File: src/rtl/pipeline_ctrl_pkg.sv
// Shared types and constants for the pipeline sequencer.
package pipeline_ctrl_pkg;

  // Sequencer state: running normally, or parked after a retired halt.
  typedef enum logic [0:0] {
    RUN    = 1'b0,
    HALTED = 1'b1
  } ctrl_state_t;

  // Architectural zero register; writes to it never create a hazard.
  localparam logic [4:0] REG_X0 = 5'd0;

  // True when a source operand is really read and names the given register.
  function automatic logic src_hit(input logic used, input logic [4:0] src, input logic [4:0] rd);
    return used && (src == rd);
  endfunction

endpackage

File: src/rtl/pipeline_ctrl_if.sv
// Bundle of datapath-facing signals for the pipeline sequencer.
//
// Memory handshake: imem_req_en / dmem_req_en are permissions to issue a
// request this cycle. A response (imem_resp / dmem_resp) is a one-cycle pulse
// that is consumed in the cycle it is seen; dmem_resp counts only while
// mem_req is high. Once consumed, the side does not request again until
// the pipeline advances, so a slow partner never causes a re-issue.
interface pipeline_ctrl_if
  import pipeline_ctrl_pkg::*;
#(
  parameter int CNT_W = 32
);
  // Datapath -> sequencer
  logic             imem_resp;
  logic             mem_req;
  logic             dmem_resp;
  logic [4:0]       id_rs1;
  logic [4:0]       id_rs2;
  logic             id_use_rs1;
  logic             id_use_rs2;
  logic [4:0]       ex_rd;
  logic             ex_mem_read;
  logic             ex_redirect;
  logic             wb_halt;
  // Sequencer -> datapath
  logic             imem_req_en;
  logic             dmem_req_en;
  logic             load_pc;
  logic             load_if_id;
  logic             load_id_ex;
  logic             load_ex_mem;
  logic             load_mem_wb;
  logic             flush_if_id;
  logic             flush_id_ex;
  logic             halted;
  logic [CNT_W-1:0] cycle_cnt;
  logic [CNT_W-1:0] stall_cnt;
  logic [CNT_W-1:0] bubble_cnt;
  logic [CNT_W-1:0] flush_cnt;
  ctrl_state_t      state_dbg;

  modport master (
    output imem_resp, mem_req, dmem_resp, id_rs1, id_rs2, id_use_rs1, id_use_rs2,
           ex_rd, ex_mem_read, ex_redirect, wb_halt,
    input  imem_req_en, dmem_req_en, load_pc, load_if_id, load_id_ex, load_ex_mem,
           load_mem_wb, flush_if_id, flush_id_ex, halted,
           cycle_cnt, stall_cnt, bubble_cnt, flush_cnt, state_dbg
  );

  modport slave (
    input  imem_resp, mem_req, dmem_resp, id_rs1, id_rs2, id_use_rs1, id_use_rs2,
           ex_rd, ex_mem_read, ex_redirect, wb_halt,
    output imem_req_en, dmem_req_en, load_pc, load_if_id, load_id_ex, load_ex_mem,
           load_mem_wb, flush_if_id, flush_id_ex, halted,
           cycle_cnt, stall_cnt, bubble_cnt, flush_cnt, state_dbg
  );
endinterface

File: src/rtl/pipeline_ctrl_perf_counter.sv
// Free-running event counter that wraps modulo 2^CNT_W.
module pipeline_ctrl_perf_counter #(
  parameter int CNT_W = 32
) (
  input  logic             clk,
  input  logic             rst,
  input  logic             en,
  output logic [CNT_W-1:0] count
);
  logic [CNT_W-1:0] count_q;
  logic [CNT_W-1:0] count_d;

  // Increment on enable; natural overflow gives the wrap.
  always_comb begin
    count_d = count_q;
    if (en) count_d = count_q + CNT_W'(1);
  end

  // Counter register with synchronous clear.
  always_ff @(posedge clk) begin
    if (rst) count_q <= '0;
    else     count_q <= count_d;
  end

  assign count = count_q;
endmodule

File: src/rtl/pipeline_ctrl.sv
// Pipeline sequencer: turns memory handshakes, load-use hazards, EX
// redirects and halt into per-stage load/flush strobes and perf counts.
module pipeline_ctrl
  import pipeline_ctrl_pkg::*;
#(
  parameter int CNT_W = 32
) (
  input  logic           clk,
  input  logic           rst,
  pipeline_ctrl_if.slave bus
);
  ctrl_state_t state_q;
  ctrl_state_t state_d;
  logic        imem_done_q;
  logic        imem_done_d;
  logic        dmem_done_q;
  logic        dmem_done_d;
  logic        running;
  logic        front_ready;
  logic        back_ready;
  logic        advance;
  logic        hazard;
  logic        cyc_en;
  logic        stall_en;
  logic        bubble_en;
  logic        flush_en;

  // Readiness of both memory sides, advance decision and load-use detection.
  always_comb begin
    running     = (state_q == RUN) && !rst;
    front_ready = bus.imem_resp || imem_done_q;
    back_ready  = !bus.mem_req || bus.dmem_resp || dmem_done_q;
    advance     = running && front_ready && back_ready;
    hazard      = bus.ex_mem_read && (bus.ex_rd != REG_X0) &&
                  (src_hit(bus.id_use_rs1, bus.id_rs1, bus.ex_rd) ||
                   src_hit(bus.id_use_rs2, bus.id_rs2, bus.ex_rd));
  end

  // State and sticky response flags.
  always_ff @(posedge clk) begin
    if (rst) begin
      state_q     <= RUN;
      imem_done_q <= 1'b0;
      dmem_done_q <= 1'b0;
    end else begin
      state_q     <= state_d;
      imem_done_q <= imem_done_d;
      dmem_done_q <= dmem_done_d;
    end
  end

  // Next state: halt is terminal; flags remember early responses until advance.
  always_comb begin
    state_d     = state_q;
    imem_done_d = imem_done_q;
    dmem_done_d = dmem_done_q;
    if (state_q == RUN) begin
      if (bus.wb_halt) state_d = HALTED;
      if (advance) begin
        imem_done_d = 1'b0;
        dmem_done_d = 1'b0;
      end else begin
        imem_done_d = imem_done_q || bus.imem_resp;
        dmem_done_d = dmem_done_q || (bus.dmem_resp && bus.mem_req);
      end
    end
  end

  // Outputs: loads/flushes only on advance; a redirect overrides a load-use bubble.
  always_comb begin
    bus.load_pc     = 1'b0;
    bus.load_if_id  = 1'b0;
    bus.load_id_ex  = 1'b0;
    bus.load_ex_mem = 1'b0;
    bus.load_mem_wb = 1'b0;
    bus.flush_if_id = 1'b0;
    bus.flush_id_ex = 1'b0;
    bus.imem_req_en = running && !imem_done_q;
    bus.dmem_req_en = running && bus.mem_req && !dmem_done_q;
    bus.halted      = (state_q == HALTED) && !rst;
    if (advance) begin
      bus.load_id_ex  = 1'b1;
      bus.load_ex_mem = 1'b1;
      bus.load_mem_wb = 1'b1;
      if (bus.ex_redirect) begin
        bus.load_pc     = 1'b1;
        bus.load_if_id  = 1'b1;
        bus.flush_if_id = 1'b1;
        bus.flush_id_ex = 1'b1;
      end else if (hazard) begin
        bus.flush_id_ex = 1'b1;
      end else begin
        bus.load_pc    = 1'b1;
        bus.load_if_id = 1'b1;
      end
    end
  end

  // Counter events.
  always_comb begin
    cyc_en    = running;
    stall_en  = running && !advance;
    bubble_en = advance && hazard && !bus.ex_redirect;
    flush_en  = advance && bus.ex_redirect;
  end

  assign bus.state_dbg = state_q;

  pipeline_ctrl_perf_counter #(.CNT_W(CNT_W)) u_cycle_cnt (
    .clk(clk), .rst(rst), .en(cyc_en), .count(bus.cycle_cnt)
  );
  pipeline_ctrl_perf_counter #(.CNT_W(CNT_W)) u_stall_cnt (
    .clk(clk), .rst(rst), .en(stall_en), .count(bus.stall_cnt)
  );
  pipeline_ctrl_perf_counter #(.CNT_W(CNT_W)) u_bubble_cnt (
    .clk(clk), .rst(rst), .en(bubble_en), .count(bus.bubble_cnt)
  );
  pipeline_ctrl_perf_counter #(.CNT_W(CNT_W)) u_flush_cnt (
    .clk(clk), .rst(rst), .en(flush_en), .count(bus.flush_cnt)
  );
endmodule
File: src/flat_wrapper.sv
// flat-port wrapper written by rule: the top's interface ports become plain ports
module pipeline_ctrl_flat import pipeline_ctrl_pkg::*;
#(
  parameter int CNT_W = 32
)
  (clk, rst, bus_imem_resp, bus_mem_req, bus_dmem_resp, bus_id_rs1, bus_id_rs2, bus_id_use_rs1, bus_id_use_rs2, bus_ex_rd, bus_ex_mem_read, bus_ex_redirect, bus_wb_halt, bus_imem_req_en, bus_dmem_req_en, bus_load_pc, bus_load_if_id, bus_load_id_ex, bus_load_ex_mem, bus_load_mem_wb, bus_flush_if_id, bus_flush_id_ex, bus_halted, bus_cycle_cnt, bus_stall_cnt, bus_bubble_cnt, bus_flush_cnt, bus_state_dbg);
  pipeline_ctrl_if #(.CNT_W(CNT_W)) bus_i ();
  input  logic clk;
  input  logic rst;
  input wire logic [$bits(bus_i.imem_resp)-1:0] bus_imem_resp;
  input wire logic [$bits(bus_i.mem_req)-1:0] bus_mem_req;
  input wire logic [$bits(bus_i.dmem_resp)-1:0] bus_dmem_resp;
  input wire logic [$bits(bus_i.id_rs1)-1:0] bus_id_rs1;
  input wire logic [$bits(bus_i.id_rs2)-1:0] bus_id_rs2;
  input wire logic [$bits(bus_i.id_use_rs1)-1:0] bus_id_use_rs1;
  input wire logic [$bits(bus_i.id_use_rs2)-1:0] bus_id_use_rs2;
  input wire logic [$bits(bus_i.ex_rd)-1:0] bus_ex_rd;
  input wire logic [$bits(bus_i.ex_mem_read)-1:0] bus_ex_mem_read;
  input wire logic [$bits(bus_i.ex_redirect)-1:0] bus_ex_redirect;
  input wire logic [$bits(bus_i.wb_halt)-1:0] bus_wb_halt;
  output wire logic [$bits(bus_i.imem_req_en)-1:0] bus_imem_req_en;
  output wire logic [$bits(bus_i.dmem_req_en)-1:0] bus_dmem_req_en;
  output wire logic [$bits(bus_i.load_pc)-1:0] bus_load_pc;
  output wire logic [$bits(bus_i.load_if_id)-1:0] bus_load_if_id;
  output wire logic [$bits(bus_i.load_id_ex)-1:0] bus_load_id_ex;
  output wire logic [$bits(bus_i.load_ex_mem)-1:0] bus_load_ex_mem;
  output wire logic [$bits(bus_i.load_mem_wb)-1:0] bus_load_mem_wb;
  output wire logic [$bits(bus_i.flush_if_id)-1:0] bus_flush_if_id;
  output wire logic [$bits(bus_i.flush_id_ex)-1:0] bus_flush_id_ex;
  output wire logic [$bits(bus_i.halted)-1:0] bus_halted;
  output wire logic [$bits(bus_i.cycle_cnt)-1:0] bus_cycle_cnt;
  output wire logic [$bits(bus_i.stall_cnt)-1:0] bus_stall_cnt;
  output wire logic [$bits(bus_i.bubble_cnt)-1:0] bus_bubble_cnt;
  output wire logic [$bits(bus_i.flush_cnt)-1:0] bus_flush_cnt;
  output wire logic [$bits(bus_i.state_dbg)-1:0] bus_state_dbg;
  assign bus_i.imem_resp = bus_imem_resp;
  assign bus_i.mem_req = bus_mem_req;
  assign bus_i.dmem_resp = bus_dmem_resp;
  assign bus_i.id_rs1 = bus_id_rs1;
  assign bus_i.id_rs2 = bus_id_rs2;
  assign bus_i.id_use_rs1 = bus_id_use_rs1;
  assign bus_i.id_use_rs2 = bus_id_use_rs2;
  assign bus_i.ex_rd = bus_ex_rd;
  assign bus_i.ex_mem_read = bus_ex_mem_read;
  assign bus_i.ex_redirect = bus_ex_redirect;
  assign bus_i.wb_halt = bus_wb_halt;
  assign bus_imem_req_en = bus_i.imem_req_en;
  assign bus_dmem_req_en = bus_i.dmem_req_en;
  assign bus_load_pc = bus_i.load_pc;
  assign bus_load_if_id = bus_i.load_if_id;
  assign bus_load_id_ex = bus_i.load_id_ex;
  assign bus_load_ex_mem = bus_i.load_ex_mem;
  assign bus_load_mem_wb = bus_i.load_mem_wb;
  assign bus_flush_if_id = bus_i.flush_if_id;
  assign bus_flush_id_ex = bus_i.flush_id_ex;
  assign bus_halted = bus_i.halted;
  assign bus_cycle_cnt = bus_i.cycle_cnt;
  assign bus_stall_cnt = bus_i.stall_cnt;
  assign bus_bubble_cnt = bus_i.bubble_cnt;
  assign bus_flush_cnt = bus_i.flush_cnt;
  assign bus_state_dbg = bus_i.state_dbg;
  pipeline_ctrl #(.CNT_W(CNT_W)) u_core (.clk(clk), .rst(rst), .bus(bus_i));
endmodule
File: config.mk
export PLATFORM = sky130hd
export DESIGN_NAME = pipeline_ctrl_flat
export DESIGN_NICKNAME = d
export VERILOG_FILES = /design/src/rtl/pipeline_ctrl_pkg.sv /design/src/rtl/pipeline_ctrl_if.sv /design/src/rtl/pipeline_ctrl_perf_counter.sv /design/src/rtl/pipeline_ctrl.sv /design/src/flat_wrapper.sv
export SDC_FILE = /design/constraint.sdc
export NUM_CORES = 1
export LEC_CHECK = 0
export CORE_MARGIN = 2
export CORE_UTILIZATION = 38
export DETAILED_ROUTE_END_ITERATION = 16
export PLACE_DENSITY = 0.74
export SYNTH_ARGS = -nofsm -noshare
export SYNTH_HDL_FRONTEND = slang
export SYNTH_SLANG_ARGS = --single-unit
File: constraint.sdc
create_clock -name clk -period 2.7 [get_ports clk]
set_input_delay 0.54 -clock clk [delete_from_list [all_inputs] [get_ports clk]]
set_output_delay 0.54 -clock clk [all_outputs]
set_load 0.02 [all_outputs]
======== After elaboration in Yosys (flattened, before gate mapping) ========
Index checks and enable logic that the tools add are counted.
storage, ports and cells
  register bits ........................... 131
  input bits .............................. 25
  output and inout port bits .............. 139
  word-level logic and storage cells ...... 55
operators by class
  add/sub/neg operators ................... 4
  equal/unequal tests ..................... 2
  muxes and demuxes ....................... 13
  bitwise gates (word level) .............. 1
  reductions and logical operators ........ 28
operator list
  cell                                                              count
  32-bit by 1-bit adder with 32-bit output (second input constant)  4
  1-bit logical AND                                                 16
  1-bit 2-to-1 mux                                                  13
  5-bit == test                                                     2
  1-bit logical NOT                                                 6
  1-bit logical OR                                                  5
  5-bit nonzero test                                                1
  1-bit inverter                                                    1

======== Longest topological paths before layout ========
  word-level depth ........................ 7
  mapped depth ............................ 9
  depth with buffers taken out ............ 7

======== Modules after synthesis ========
Synthesis repeated with hierarchy kept, for this count alone.
second synthesis, totals
  cell total of the unflattened synthesis .. 769
  area total of the unflattened synthesis .. 6,595.1 sq um
modules (own cells, without submodules)
  module                      instances  cells each  area each (sq um)
  pipeline_ctrl_perf_counter  4          181         1,564.0
  pipeline_ctrl               1          45          339.1

======== Least setup slack after synthesis ========
Ideal clock, no wire load.
  kind .................................... input to output
  from .................................... input bus_ex_rd[0]
  to ...................................... output bus_load_pc
  arrival ................................. 2,148 ps
  setup slack ............................. 12 ps
  stages on the path ...................... 5
  path buffers ............................ 1
  path through ............................ or4_1 > o21a_1 > nor2b_1 > a21oi_1 > buf_4
on the way
  longest elaborated chain between the ends .. 7
  elaborated cells on any way between the ends .. 11
ends and longest elaborated chain
  element                          line                     source
  from (decl)                      flat_wrapper.sv:17       input wire logic [$bits(bus_i.ex_rd)-1:0] bus_ex_rd;
  5-bit == test                    pipeline_ctrl_pkg.sv:15  return used && (src == rd);
  1-bit logical AND                pipeline_ctrl_pkg.sv:15
  1-bit logical OR                 pipeline_ctrl.sv:35      (src_hit(bus.id_use_rs1, bus.id_rs1, bus.ex_rd) ||
  1-bit logical AND *              pipeline_ctrl.sv:34      hazard = bus.ex_mem_read && (bus.ex_rd != REG_X0) &&
  1-bit 2-to-1 mux * (3 in a row)  --
  to (decl)                        flat_wrapper.sv:23       output wire logic [$bits(bus_i.load_pc)-1:0] bus_load_pc;
Mark *: on every way between the ends. The rest lies on a longest branch, timed or not.

======== Worst setup path in the final report ========
  from .................................... input bus_ex_rd[0]
  to ...................................... output bus_load_pc
on the way
  longest elaborated chain between the ends .. 7
  elaborated cells on any way between the ends .. 11
ends and longest elaborated chain
  element              line                     source
  5-bit == test        pipeline_ctrl_pkg.sv:15
  1-bit logical AND    pipeline_ctrl_pkg.sv:15
  1-bit logical OR     pipeline_ctrl.sv:35
  1-bit logical AND *  pipeline_ctrl.sv:34
  1-bit 2-to-1 mux *   pipeline_ctrl.sv:90      end else if (hazard) begin
  1-bit 2-to-1 mux *   pipeline_ctrl.sv:85      if (bus.ex_redirect) begin
  1-bit 2-to-1 mux *   pipeline_ctrl.sv:81      if (advance) begin
Marked as above.

==> run metrics <==
status=completed; Nets=985; post-layout util=0.538; Worst Max-Slew Pin Slew=0.759 ns; pwr dens=512 nW/um2; maximum VDD drop=416 uV; WP data required=2.16 ns; Placed Instance Area=8550 um2; vias=6455; Critical Path End Type=primary output; syn nets=813; number of global-route vias before repair=5884; syn_area_per_cell=8.38 um2; WL met2=8380 um; largest net degree at the start of global routing=75; core box area=17100 um2; layout cells sized above 1=0.102; final clock skew=0.0111 ns; DRT iter0 DRCs=424; htree depth=4; Die Area=18300 um2; worst reg2reg path startpoint=u_core.u_bubble_cnt.count[12]; antenna-violating nets left=0; DRC Markers=0; TritonCTS clock tree=done; Critical Path Start Type=input pin; Yosys reg bits=131; CP top delay family=simple AND/OR/NAND/NOR gates; Ys Warns=0; total gr overflow=0; Final period util=0.974; fin crit period=2.63 ns; clock-pin slew on the worst setup and hold paths=0.05 ns; RD Place Congestion=0.796; worst-path maximum fanout=2; I/O pin count=164; CTS Sinks=131; Pleak=0.00296 uW; post-DP HPWL=12100 um; CP Cell Sequence=clkdlybuf4s50_1 > or4_4 > o21a_1 > nor2b_2 > a21oi_2 > buf_4; Mapped Area=6570 um2; first-pass GRT wire length=28600 um; max-slew violations=0; wl on met1=8040 um; antenna violations before repair=0; post-route cell area=9210 um2; CTS Buffer Depth=2; fillcell total=1580; worst relative slew slack=0.494; die height=135 um; Fin. Hold Viols=0; Initial Utilization=0.384; Worst Path Buf+Inv=2; Synth async-reset ratio=0; Crit Path Class=in -> out; Global Route Usage Sum=0.191; synthesized instance count=784; Max Clock Freq=380 MHz; Distinct cells, synth=57; metal3 WL=1010 um; diodes inserted=0; P&R area growth vs syn=40.2%; Site Rows=48; worst min-delay path category=reg -> reg; min-delay src=u_core.u_bubble_cnt.count[30]; ys flop type=dfxtp_1; drt first pass iters=5; Post-synth EDFFs=0; Num CTS Buffers=17; RSZ-0062 raised after global routing=false; Slowest-stage cell, CP=or4_4; Max stage delay on crit path=0.44 ns; sequential share of the synthesized area=0.399; Die W=135 um; DR top layer=met4; Port Buf Inserts=163; CP arrival=2.09 ns; max_cap viols=0; Critical Path Start=bus_ex_rd[0]; root buffer selected by CTS=clkbuf_16; final setup vio count=0; WL final=17700 um; routed len/inst=14.8 um; Clock Latency Late Sink=0.42 ns; drt via density=5.41
layer usage:
layer	GRT usage	vias to the layer above
met2	0.312	205
met4	0.0660	0
li1	-	3193
met1	0.246	3033
met5	0	-
met3	0.0475	24
cells in the mapped netlist (2+ instances only):
library cell / count / area share
a21oi_1: 41 / 0.031
and2_1: 5 / 0.0048
and3_1: 13 / 0.012
and4_1: 15 / 0.020
buf_1: 6 / 0.0034
buf_2: 3 / 0.0023
buf_4: 3 / 0.0034
buf_6: 3 / 0.0051
clkbuf_1: 28 / 0.016
dfxtp_1: 131 / 0.40
ha_1: 4 / 0.0076
inv_1: 21 / 0.012
mux2_2: 5 / 0.0086
mux2i_1: 3 / 0.0046
nand2_1: 42 / 0.024
nand2_2: 2 / 0.0019
nand2b_1: 4 / 0.0038
nand3_1: 41 / 0.031
nand4_1: 37 / 0.035
nand4b_1: 2 / 0.0027
nor2_1: 98 / 0.056
nor2_2: 2 / 0.0019
nor2b_1: 9 / 0.0086
nor3_1: 26 / 0.020
nor4_1: 46 / 0.044
o21a_1: 2 / 0.0023
o21ai_0: 13 / 0.0099
o31ai_1: 25 / 0.029
o41ai_1: 2 / 0.0027
or2_2: 3 / 0.0029
or3_1: 12 / 0.011
or4_1: 25 / 0.029
xnor2_1: 70 / 0.093
xor2_1: 19 / 0.025
stage by stage:
step / std cells / hold slack [ns] / setup TNS [ns] / total power (uW) / setup WS (ns)
after floorplan: 784 / 0.499 / 0 / 2130 / 0.0122
after global placement: 1162 / 0.485 / -5.61 / 2250 / -0.544
after detailed placement: 1162 / 0.490 / -7.17 / 2260 / -0.590
after CTS: 1194 / 0.498 / 0 / 4760 / 0.0301
after global routing: 1194 / 0.526 / 0 / 4860 / 0.00331
final: 1194 / 0.502 / 0 / 4720 / 0.0696
report_power, final:
| group | switching (uW) | internal (uW) | leakage [uW] |
|---|---|---|---|
| clock network | 879 | 1620 | 0.000316 |
| registers | 13.0 | 1940 | 0.00106 |
| logic | 146 | 112 | 0.00159 |
| total | 1040 | 3680 | 0.00296 |
flip-flops by register name, indices dropped and copies added (netlist names):
name                       cells
u_core.u_bubble_cnt.count     32
u_core.bus.state_dbg           1
u_core.u_stall_cnt.count      32
u_core.u_cycle_cnt.count      32
u_core.u_flush_cnt.count      32
u_core.dmem_done_q             1
u_core.imem_done_q             1
path summary, 6_finish.rpt:
| path | endpoint | depth (start not counted) | slack (ns) |
|---|---|---|---|
| worst max-delay path | bus_load_pc | 6 | 0.07 |
| worst min-delay path | u_core.u_bubble_cnt.count[30] | 2 | 0.50 |
| worst max register to register | u_core.u_bubble_cnt.count[31] | 5 | 0.58 |
| worst min register to register | u_core.u_bubble_cnt.count[30] | 2 | 0.50 |
worst register-to-register path, cell delays in order (launching register included):
cell     delay (ns)
dfxtp_1        0.47
nand4_1        0.19
nor4_1         0.52
nand2_1        0.15
nor4_1         0.32
mux2_2         0.36
cells in the final DEF (no fill, tap or decap), types with 3 or more instances in the layout:
| cell | Yosys | layout |
|---|---|---|
| clkdlybuf4s50_1 | 0 | 150 |
| or4_1 | 25 | 24 |
| nand2_1 | 42 | 42 |
| bufinv_16 | 0 | 4 |
| clkbuf_16 | 0 | 17 |
| nor2b_1 | 9 | 8 |
| clkinv_2 | 1 | 4 |
| clkinv_4 | 0 | 3 |
| mux2i_1 | 3 | 3 |
| and3_1 | 13 | 13 |
| dfxtp_1 | 131 | 131 |
| or2_2 | 3 | 3 |
| nand2b_1 | 4 | 4 |
| mux2_2 | 5 | 5 |
| a21oi_1 | 41 | 40 |
| ha_1 | 4 | 4 |
| nand4_1 | 37 | 37 |
| and2_1 | 5 | 5 |
| buf_4 | 3 | 35 |
| o21ai_0 | 13 | 13 |
| inv_1 | 21 | 21 |
| clkbuf_8 | 0 | 3 |
| nor2_1 | 98 | 98 |
| or3_1 | 12 | 12 |
| and4_1 | 15 | 15 |
| xnor2_1 | 70 | 70 |
| o31ai_1 | 25 | 25 |
| nor3_1 | 26 | 26 |
| xor2_1 | 19 | 19 |
| nor4_1 | 46 | 44 |
| nand3_1 | 41 | 41 |
| dlygate4sd2_1 | 0 | 5 |
kinds of logic (layout without fill, tap and decap cells):
kind of cell	Yosys count	after routing	synth area share
fa+ha+maj	4	4	0.00762
xor+xnor	89	89	0.119
mux	8	8	0.0131
buf+inv	65	250	0.0431
flops	131	131	0.399
simple gates	396	396	0.331
compound gates	91	91	0.0867
final cells by class:
cell class,count,area (um2),share of cell area
clock buffers,20,467,0.0507
inverters,22,83.8,0.00910
multi-input cells,588,3700,0.402
clock inverters,12,178,0.0193
flip-flops and latches,131,2620,0.285
well taps,225,282,0.0306
repair buffers,196,1880,0.204
repair_timing:
item                                   CTS  global route
gates resized for setup                 25             7
hold buffers                             0             0
setup endpoints to repair                7             7
buffers inserted                         0             0
endpoints found under the hold margin    0             0
pin swaps                                2             3
Power figures use the tool's default switching activity.
